[src/rtl/chiplet_types_pkg.sv]
// Shared flit format and helpers for the chiplet link.
package chiplet_types_pkg;

   localparam int VC_ID_W = 2;
   localparam int DATA_W  = 16;

   typedef logic [VC_ID_W-1:0] vc_id_t;

   typedef struct packed {
      logic              head;
      logic              tail;
      vc_id_t            vc;
      logic [DATA_W-1:0] data;
   } flit_t;

   function automatic logic flit_is_tail(flit_t f);
      return f.tail;
   endfunction

endpackage

[src/rtl/vc_fifo.sv]
// Single-VC flit FIFO; the head entry is held in an output register so it is
// presented the cycle after it is written.
module vc_fifo
   import chiplet_types_pkg::*;
#(
   parameter int  DEPTH  = 8,
   parameter type data_t = flit_t
) (
   input  logic                   CLK,
   input  logic                   RST,
   input  logic                   push,
   input  logic                   pop,
   input  data_t                  wdata,
   output data_t                  rdata,
   output logic                   empty,
   output logic                   full,
   output logic [$clog2(DEPTH):0] count
);

   localparam int AW = $clog2(DEPTH);
   localparam int CW = AW + 1;

   data_t          mem [DEPTH];
   logic [AW-1:0]  rd_ptr;
   logic [AW-1:0]  wr_ptr;
   logic [AW-1:0]  rd_ptr_inc;
   data_t          head_nxt;

   assign rd_ptr_inc = rd_ptr + AW'(1);
   assign empty      = (count == '0);
   assign full       = (count == CW'(DEPTH));

   // A push into an empty (or emptying) FIFO becomes the new head directly.
   always_comb begin
      head_nxt = rdata;
      if (pop) begin
         head_nxt = (count == CW'(1)) ? wdata : mem[rd_ptr_inc];
      end else if (empty) begin
         head_nxt = wdata;
      end
   end

   always_ff @(posedge CLK) begin
      if (push) begin
         mem[wr_ptr] <= wdata;
      end
   end

   always_ff @(posedge CLK) begin
      if (RST) begin
         rd_ptr <= '0;
         wr_ptr <= '0;
         count  <= '0;
         rdata  <= '0;
      end else begin
         if (push) begin
            wr_ptr <= wr_ptr + AW'(1);
         end
         if (pop) begin
            rd_ptr <= rd_ptr_inc;
         end
         count <= count + CW'(push) - CW'(pop);
         if (push || pop) begin
            rdata <= head_nxt;
         end
      end
   end

endmodule

[src/rtl/endpoint_rx.sv]
// Receive endpoint: per-VC buffering, round-robin drain to a local consumer,
// and credit / packet_sent return pulses towards the switch.
module endpoint_rx
   import chiplet_types_pkg::*;
#(
   parameter int NUM_VCS = 2,
   parameter int DEPTH   = 8
) (
   input  logic                       CLK,
   input  logic                       RST,
   input  flit_t                      flit_in,
   input  logic                       flit_valid,
   output logic [NUM_VCS-1:0]         credit_granted,
   output logic                       packet_sent,
   output flit_t                      rx_flit,
   output logic [$clog2(NUM_VCS)-1:0] rx_vc,
   output logic                       rx_valid,
   input  logic                       rx_ready,
   output logic                       overflow_err
);

   localparam int VCW = $clog2(NUM_VCS);
   localparam int CW  = $clog2(DEPTH) + 1;

   logic [NUM_VCS-1:0] push;
   logic [NUM_VCS-1:0] pop;
   logic [NUM_VCS-1:0] empty;
   logic [NUM_VCS-1:0] full;
   flit_t              rdata [NUM_VCS];
   logic [CW-1:0]      count [NUM_VCS];

   logic [VCW-1:0]     rr_ptr;
   logic [VCW-1:0]     pick;
   logic [VCW-1:0]     sel;
   logic [VCW-1:0]     hold_vc;
   logic [VCW-1:0]     in_vc;
   logic               hold;
   logic               fire;
   logic               vc_ok;
   logic               ovf_now;

   assign in_vc    = flit_in.vc[VCW-1:0];
   assign vc_ok    = (int'(flit_in.vc) < NUM_VCS);
   assign rx_valid = ~&empty;
   assign sel      = hold ? hold_vc : pick;
   assign fire     = rx_valid && rx_ready;
   assign rx_vc    = rx_valid ? sel : '0;
   assign rx_flit  = rx_valid ? rdata[sel] : '0;

   // Walk offsets from far to near so the VC closest to rr_ptr wins.
   always_comb begin
      pick = '0;
      for (int k = NUM_VCS - 1; k >= 0; k--) begin
         if (!empty[VCW'((int'(rr_ptr) + k) % NUM_VCS)]) begin
            pick = VCW'((int'(rr_ptr) + k) % NUM_VCS);
         end
      end
   end

   always_comb begin
      pop = '0;
      if (fire) begin
         pop[sel] = 1'b1;
      end
   end

   // A pop on the same VC frees the slot this cycle, so a full VC can still accept.
   always_comb begin
      push    = '0;
      ovf_now = 1'b0;
      if (flit_valid) begin
         if (!vc_ok) begin
            ovf_now = 1'b1;
         end else if (full[in_vc] && !pop[in_vc]) begin
            ovf_now = 1'b1;
         end else begin
            push[in_vc] = 1'b1;
         end
      end
   end

   for (genvar i = 0; i < NUM_VCS; i++) begin : g_vc
      vc_fifo #(
         .DEPTH  (DEPTH),
         .data_t (flit_t)
      ) u_fifo (
         .CLK   (CLK),
         .RST   (RST),
         .push  (push[i]),
         .pop   (pop[i]),
         .wdata (flit_in),
         .rdata (rdata[i]),
         .empty (empty[i]),
         .full  (full[i]),
         .count (count[i])
      );

      always_ff @(posedge CLK) begin
         if (!RST) begin
            a_count_range : assert (count[i] <= CW'(DEPTH));
         end
      end
   end

   // hold freezes the presented VC while the consumer stalls.
   always_ff @(posedge CLK) begin
      if (RST) begin
         rr_ptr         <= '0;
         hold           <= 1'b0;
         hold_vc        <= '0;
         credit_granted <= '0;
         packet_sent    <= 1'b0;
         overflow_err   <= 1'b0;
      end else begin
         hold           <= rx_valid && !rx_ready;
         hold_vc        <= sel;
         credit_granted <= pop;
         packet_sent    <= fire && flit_is_tail(rx_flit);
         if (ovf_now) begin
            overflow_err <= 1'b1;
         end
         if (fire) begin
            rr_ptr <= (int'(sel) == NUM_VCS - 1) ? '0 : sel + VCW'(1);
         end
      end
   end

endmodule

[config.mk]
export PLATFORM = sky130hd
export DESIGN_NAME = endpoint_rx
export DESIGN_NICKNAME = d
export VERILOG_FILES = /design/src/rtl/chiplet_types_pkg.sv /design/src/rtl/vc_fifo.sv /design/src/rtl/endpoint_rx.sv
export SDC_FILE = /design/constraint.sdc
export NUM_CORES = 1
export LEC_CHECK = 0
export BUFFER_PORTS_ARGS = -buffer_cell sky130_fd_sc_hd__buf_4
export CORE_ASPECT_RATIO = 1.1
export CORE_MARGIN = 2
export CORE_UTILIZATION = 50
export DETAILED_ROUTE_END_ITERATION = 16
export HOLD_SLACK_MARGIN = 0.06
export PLACE_DENSITY = 0.66
export RECOVER_POWER = 25
export REMOVE_ABC_BUFFERS = 1
export SLEW_MARGIN = 20
export SYNTH_ARGS = -nofsm -noshare
export SYNTH_HDL_FRONTEND = slang
export SYNTH_SLANG_ARGS = --single-unit
[constraint.sdc]
create_clock -name CLK -period 9.2 [get_ports CLK]
set_input_delay 0.46 -clock CLK [delete_from_list [all_inputs] [get_ports CLK]]
set_output_delay 0.46 -clock CLK [all_outputs]
set_load 0.005 [all_outputs]
* Word level (Yosys, flattened, before mapping)
Memories as Yosys holds them, arrays and structs flattened. Index checks and enable logic that the tools add are counted.
Storage, ports and cells: register bits after elaboration 67, RAM bits 320, output and inout port bits 26, logic and storage cells 101, memories kept 2
Cells by class: $add $sub $neg 10, $lt $le $gt $ge 8, equality and inequality tests 4, mux-type cells 38, bitwise operators 1, reductions and logical operators 18
Memories:
- g_vc[0].u_fifo.mem | words 8, bits a word 20, rd ports 1, clocked after Yosys merged registers in 0, wr ports 1, line vc_fifo.sv:23 | data_t mem [DEPTH];
- g_vc[1].u_fifo.mem | words 8, bits a word 20, rd ports 1, clocked after Yosys merged registers in 0, wr ports 1, line vc_fifo.sv:23
Operators by type and width (count):
- $mux 20 | 10
- $mux 1 | 22
- $add 3x1->3 const B | 4
- $add 4x1->4 | 2
- $eq 4x1->1 const B | 2
- $eq 4x4->1 const B | 2
- $logic_not 4->1 | 2
- $mux 2 | 4
- $sub 4x1->4 | 2
- $logic_and 1x1->1 | 6
- $lt 1x3->1 const B | 2
- $reduce_and 2->1 | 3
- $lt 1x2->1 const B | 2
- $reduce_bool 2->1 | 2
- $logic_not 1->1 | 3
- $add 1x1->1 const B | 2
- $demux 1 s1 | 2
- $ge 1x1->1 const B | 2
- $ge 2x2->1 const B | 1
- $logic_or 1x1->1 | 2
- $lt 2x2->1 const B | 1
- $not 1->2 | 1

* Logic depth before layout (Yosys ltp)
depth in word-level cells 21, gate-level depth with buffers 15

* Modules after synthesis
From an unflattened synthesis, not the netlist that was laid out.
Unflattened totals: cell total of the unflattened synthesis 884, area total of the unflattened synthesis 15352.2 sq um
Modules (own cells, without submodules):
- vc_fifo | times used 2, cells each 392, area each 7370.8 sq um, seq. area each 5405.2 sq um
- endpoint_rx | times used 1, cells each 100, area each 610.6 sq um, seq. area each 140.1 sq um

* Worst setup path before layout
Ideal clock, no wire load.
path type register to register, from reg g_vc[0].u_fifo.count[2], to mem g_vc[0].u_fifo.mem[1][0] (netlist name), enable pin, library setup time 0.456 ns, arrival 3.760 ns, path slack 4.985 ns, stages on the path, launching flop included 11, cell sequence dfxtp_1 > inv_1 > ha_1 > nor3b_2 > o21a_1 > buf_4 > mux2i_1 > o21ai_1 > buf_4 > nand2_2 > nor4b_1
On the way: word-level cells in the longest chain between the ends 20, elaborated cells between the ends (all ways) 29
Ends and longest elaborated chain:
- start, declared | line vc_fifo.sv:17 | output logic [$clog2(DEPTH):0] count
- start signal, assigned | line vc_fifo.sv:62 | count <= count + CW'(push) - CW'(pop);
- $logic_not 4->1 | line vc_fifo.sv:30 | assign empty = (count == '0);
- $mux 1 (implied by the code) (2 in series) | line endpoint_rx.sv:54 | if (!empty[VCW'((int'(rr_ptr) + k) % NUM_VCS)]) begin
- $mux 1 (2 in series) | line endpoint_rx.sv:54
- $mux 1 | line endpoint_rx.sv:45 | assign sel = hold ? hold_vc : pick;
- $lt 1x2->1 (implied by the code) / $ge 1x1->1 (equally long branches) | line endpoint_rx.sv:63 | pop[sel] = 1'b1;
- $logic_and 1x1->1 (implied by the code) | line endpoint_rx.sv:63
- $mux 1 (implied by the code) | line endpoint_rx.sv:63
- $demux 1 s1 | line endpoint_rx.sv:63
- $mux 2 | line endpoint_rx.sv:62 | if (fire) begin
- $mux 1 (implied by the code) (2 in series) | line endpoint_rx.sv:74 | end else if (full[in_vc] && !pop[in_vc]) begin
- $logic_not 1->1 | line endpoint_rx.sv:74
- $logic_and 1x1->1 (*) | line endpoint_rx.sv:74
- $mux 2 (*) | line endpoint_rx.sv:74
- $mux 2 (*) | line endpoint_rx.sv:72 | if (!vc_ok) begin
- $mux 2 (*) | line endpoint_rx.sv:71 | if (flit_valid) begin
- $mux 1 (*) | line vc_fifo.sv:44 | if (push) begin
- $mux 1 (implied by the code) (*) | line vc_fifo.sv:45 | mem[wr_ptr] <= wdata;
- end, declared | line vc_fifo.sv:23
Mark *: on every way between the ends. The rest lies on a longest branch, timed or not. The select of a mux whose other input is x is not followed.

* Final worst setup path
from reg g_vc[0].u_fifo.count[2], to mem g_vc[1].u_fifo.mem[6][18] (netlist name), enable pin
On the way: word-level cells in the longest chain between the ends 20, elaborated cells between the ends (all ways) 29
Ends and longest elaborated chain (line):
- $logic_not 4->1 | vc_fifo.sv:30
- $mux 1 (implied by the code) (2 in series) | endpoint_rx.sv:54
- $mux 1 (2 in series) | endpoint_rx.sv:54
- $mux 1 | endpoint_rx.sv:45
- $lt 1x2->1 (implied by the code) / $ge 1x1->1 (equally long branches) | endpoint_rx.sv:63
- $logic_and 1x1->1 (implied by the code) | endpoint_rx.sv:63
- $mux 1 (implied by the code) | endpoint_rx.sv:63
- $demux 1 s1 | endpoint_rx.sv:63
- $mux 2 | endpoint_rx.sv:62
- $mux 1 (implied by the code) (2 in series) | endpoint_rx.sv:74
- $logic_not 1->1 | endpoint_rx.sv:74
- $logic_and 1x1->1 (*) | endpoint_rx.sv:74
- $mux 2 (*) | endpoint_rx.sv:74
- $mux 2 (*) | endpoint_rx.sv:72
- $mux 2 (*) | endpoint_rx.sv:71
- $mux 1 (*) | vc_fifo.sv:44
- $mux 1 (implied by the code) (*) | vc_fifo.sv:45
- end, declared | vc_fifo.sv:23
Marked as above.

==> impl_metrics.tcl <==
set metrics [dict create \
    status "completed" \
    area_growth_pct 14.3 \
    ant_nets 0 \
    vdd.ir_drop.worst_v 0.000141 \
    synth_warnings 0 \
    htree_levels 2 \
    startpoint_type "flop" \
    die_area_sq_um 32300 \
    seq_area_frac_synth 0.708 \
    whs_endpoint "hold$_SDFF_PP0_" \
    ys_async_sr_fraction 0 \
    avgSynthCellArea_sq_um 16.5 \
    skew_ns 0.0116 \
    fin_crit_ns 4.31 \
    reg2reg_depth 8 \
    setup_violations 0 \
    drv_slew 0 \
    drt_pass1_iterations 5 \
    route.vias.total 8188 \
    worstMarginPinSlew_ns 1.09 \
    maxCapViolCount 0 \
    final_hold_viol_count 0 \
    synth_area_sq_um 15500 \
    via_per_inst 5.73 \
    hold_buffers 0 \
    layout_common_cells "edfxtp_1, nand2_1, mux4_2, dfxtp_1, a21oi_1" \
    synth-edff-count 320 \
    drc 0 \
    portBuffers 49 \
    drive_gt1_frac 0.220 \
    power_density_nw_per_um2 270 \
    cp_data_arrival_time_ns 4.46 \
    fin_nets 1027 \
    cp.required_ns 9.35 \
    overflow 0 \
    crit_buf_inv 1 \
    place_area_sq_um 16400 \
    post-cts-setup-buffer-count 0 \
    routedWlPerCell_microns 22.5 \
    path_cells "inv_1 -> ha_1 -> nor3b_2 -> o21a_1 -> mux2i_1 -> o21ai_1 -> nand3_1 -> nor2_4" \
    grt_util_all_layers 0.204 \
    critPathKind "flop to flop" \
    leakage_nw 5.52 \
    antennaDiodeCount 0 \
    die_x_microns 172 \
    rr_endpoint "g_vc[1].u_fifo.mem[6][18]$_DFFE_PP_" \
    num_rows 67 \
    synthCells 935 \
    grt_max_degree 74 \
    dieHeight_microns 188 \
    finalWirelength_mm 32.2 \
    post-route-period-util 0.469 \
    critPathSlowestCell "o21a_1" \
    ys_ff_latch 387 \
    antenna_found_initial 0 \
    grt_first_pass_wirelength_mm 49.2 \
    pre_cts_ws_ns 4.64 \
    post_cts_resized 0 \
    fmax_ghz 0.232 \
    r2r_slack_ns 4.89 \
    cpPeakStageDelay_ns 0.90 \
    final_area_sq_um 17700 \
    cts.clk_slew.worst_paths_ns 0.06 \
    final_common_cell "edfxtp_1" \
    core_area_sq_um 30400 \
    rsz0062_at_grt "no" \
    hold_depth 2 \
    start_util 0.508 \
    num_io_pins 50 \
    critPathMaxFanout 26 \
    whs_ns 0.149 \
    hold_start "rx_ready" \
    tns_ns 0 \
    clock_path_buffers 3 \
    relSlewSlack 0.270 \
    gp_congestion 0.792 \
    cts.sinks 387 \
    grt_pass1_vias 8360 \
    numCtsBuffers 39 \
    hp-class "input port to flop" \
    path_delay_family "compound AO/OA/AOI/OAI gates" \
    cts_tree "built" \
    worstSetupStartpoint "g_vc[0].u_fifo.count[2]$_SDFF_PP0_" \
    worstSkewPairLatency_ns 0.52 \
    clock-root-buffer "clkbuf_16" \
    worst_slack_ns 4.89 \
    hpwl_mm 18.9 \
    rr_startpoint "g_vc[0].u_fifo.count[2]$_SDFF_PP0_" \
    synth_top_flop_cell "edfxtp_1" \
    end_kind "flop" \
    ys_types 46 \
    drt_iter0_drc 595 \
]
[worst max-delay path by stage]
stage                                                     end  depth (start not counted)
after floorplan            g_vc[0].u_fifo.mem[1][0]$_DFFE_PP_                          8
after global placement     g_vc[1].u_fifo.mem[6][7]$_DFFE_PP_                          8
after detailed placement  g_vc[1].u_fifo.mem[7][15]$_DFFE_PP_                          8
after CTS                 g_vc[1].u_fifo.mem[7][17]$_DFFE_PP_                          8
after global routing       g_vc[1].u_fifo.mem[7][4]$_DFFE_PP_                          8
final                     g_vc[1].u_fifo.mem[6][18]$_DFFE_PP_                          8
[report_power, final]
group          switching [W]  internal [W]
sequential         0.0000544       0.00198
combinational       0.000664      0.000496
clock               0.000637      0.000941
[registers in the layout, summed over array words and instances, names as in the netlist]
| name | flops |
|---|---|
| credit_granted | 2 |
| g_vc.u_fifo.count | 8 |
| g_vc.u_fifo.mem | 320 |
| g_vc.u_fifo.rd_ptr | 6 |
| g_vc.u_fifo.rdata | 40 |
| g_vc.u_fifo.wr_ptr | 6 |
| hold | 1 |
| hold_vc | 1 |
| overflow_err | 1 |
| packet_sent | 1 |
| rr_ptr | 1 |
[final cells by class]
type	count	area (sq um)
well taps	414	518
multi-input cells	472	4390
repair buffers	69	462
flip-flops and latches	387	11000
clock buffers	50	1080
inverters	18	67.6
fillers	2316	12800
clock inverters	20	199
[metal layers]
metal | share of wire | global-route usage
met2 | 0.49 | 0.331
met5 | 0 | 0
met3 | 0.056 | 0.0321
met1 | 0.43 | 0.287
met4 | 0.026 | 0.0629
[per-stage QoR]
| step | instances | util | total power, W |
|---|---|---|---|
| after CTS | 1430 | 0.582 | 0.00482 |
| final | 1430 | 0.581 | 0.00478 |
| after detailed placement | 1360 | 0.540 | 0.00324 |
| after global placement | 1360 | 0.539 | 0.00322 |
| after global routing | 1430 | 0.581 | 0.00500 |
| after floorplan | 877 | - | 0.00284 |
[synth_stat cells (3+ instances only)]
library cell  instances  area share
clkbuf_1             29      0.0070
nand3_1               4      0.0013
inv_1                18      0.0044
nor3_1                9      0.0029
nor4_1                3      0.0012
xor2_1                5      0.0028
dfxtp_1              67       0.087
mux2i_1              42       0.027
buf_2                16      0.0052
nand2b_1              7      0.0028
nor2_1               26      0.0063
xnor2_1               5      0.0028
nand2_1             127       0.031
ha_1                 14       0.011
buf_1                11      0.0027
nor3b_1               3      0.0015
edfxtp_1            320        0.62
mux4_2               80        0.12
nor2b_1               4      0.0016
o211ai_1             40       0.019
o21ai_0               6      0.0019
a21oi_1              64       0.021
[kinds of logic (layout without fill, tap and decap cells)]
family,Yosys count,count (layout),share of synthesized area
muxes,123,123,0.144
adders and majority gates,16,16,0.0139
and+or+nand+nor,198,198,0.0565
DFF,387,387,0.708
buffers and inverters,76,157,0.0202
xor gates and xnor gates,10,10,0.00566
AOI/OAI and AO/OA,125,125,0.0510
No activity file was read; power rests on OpenSTA's default activity.
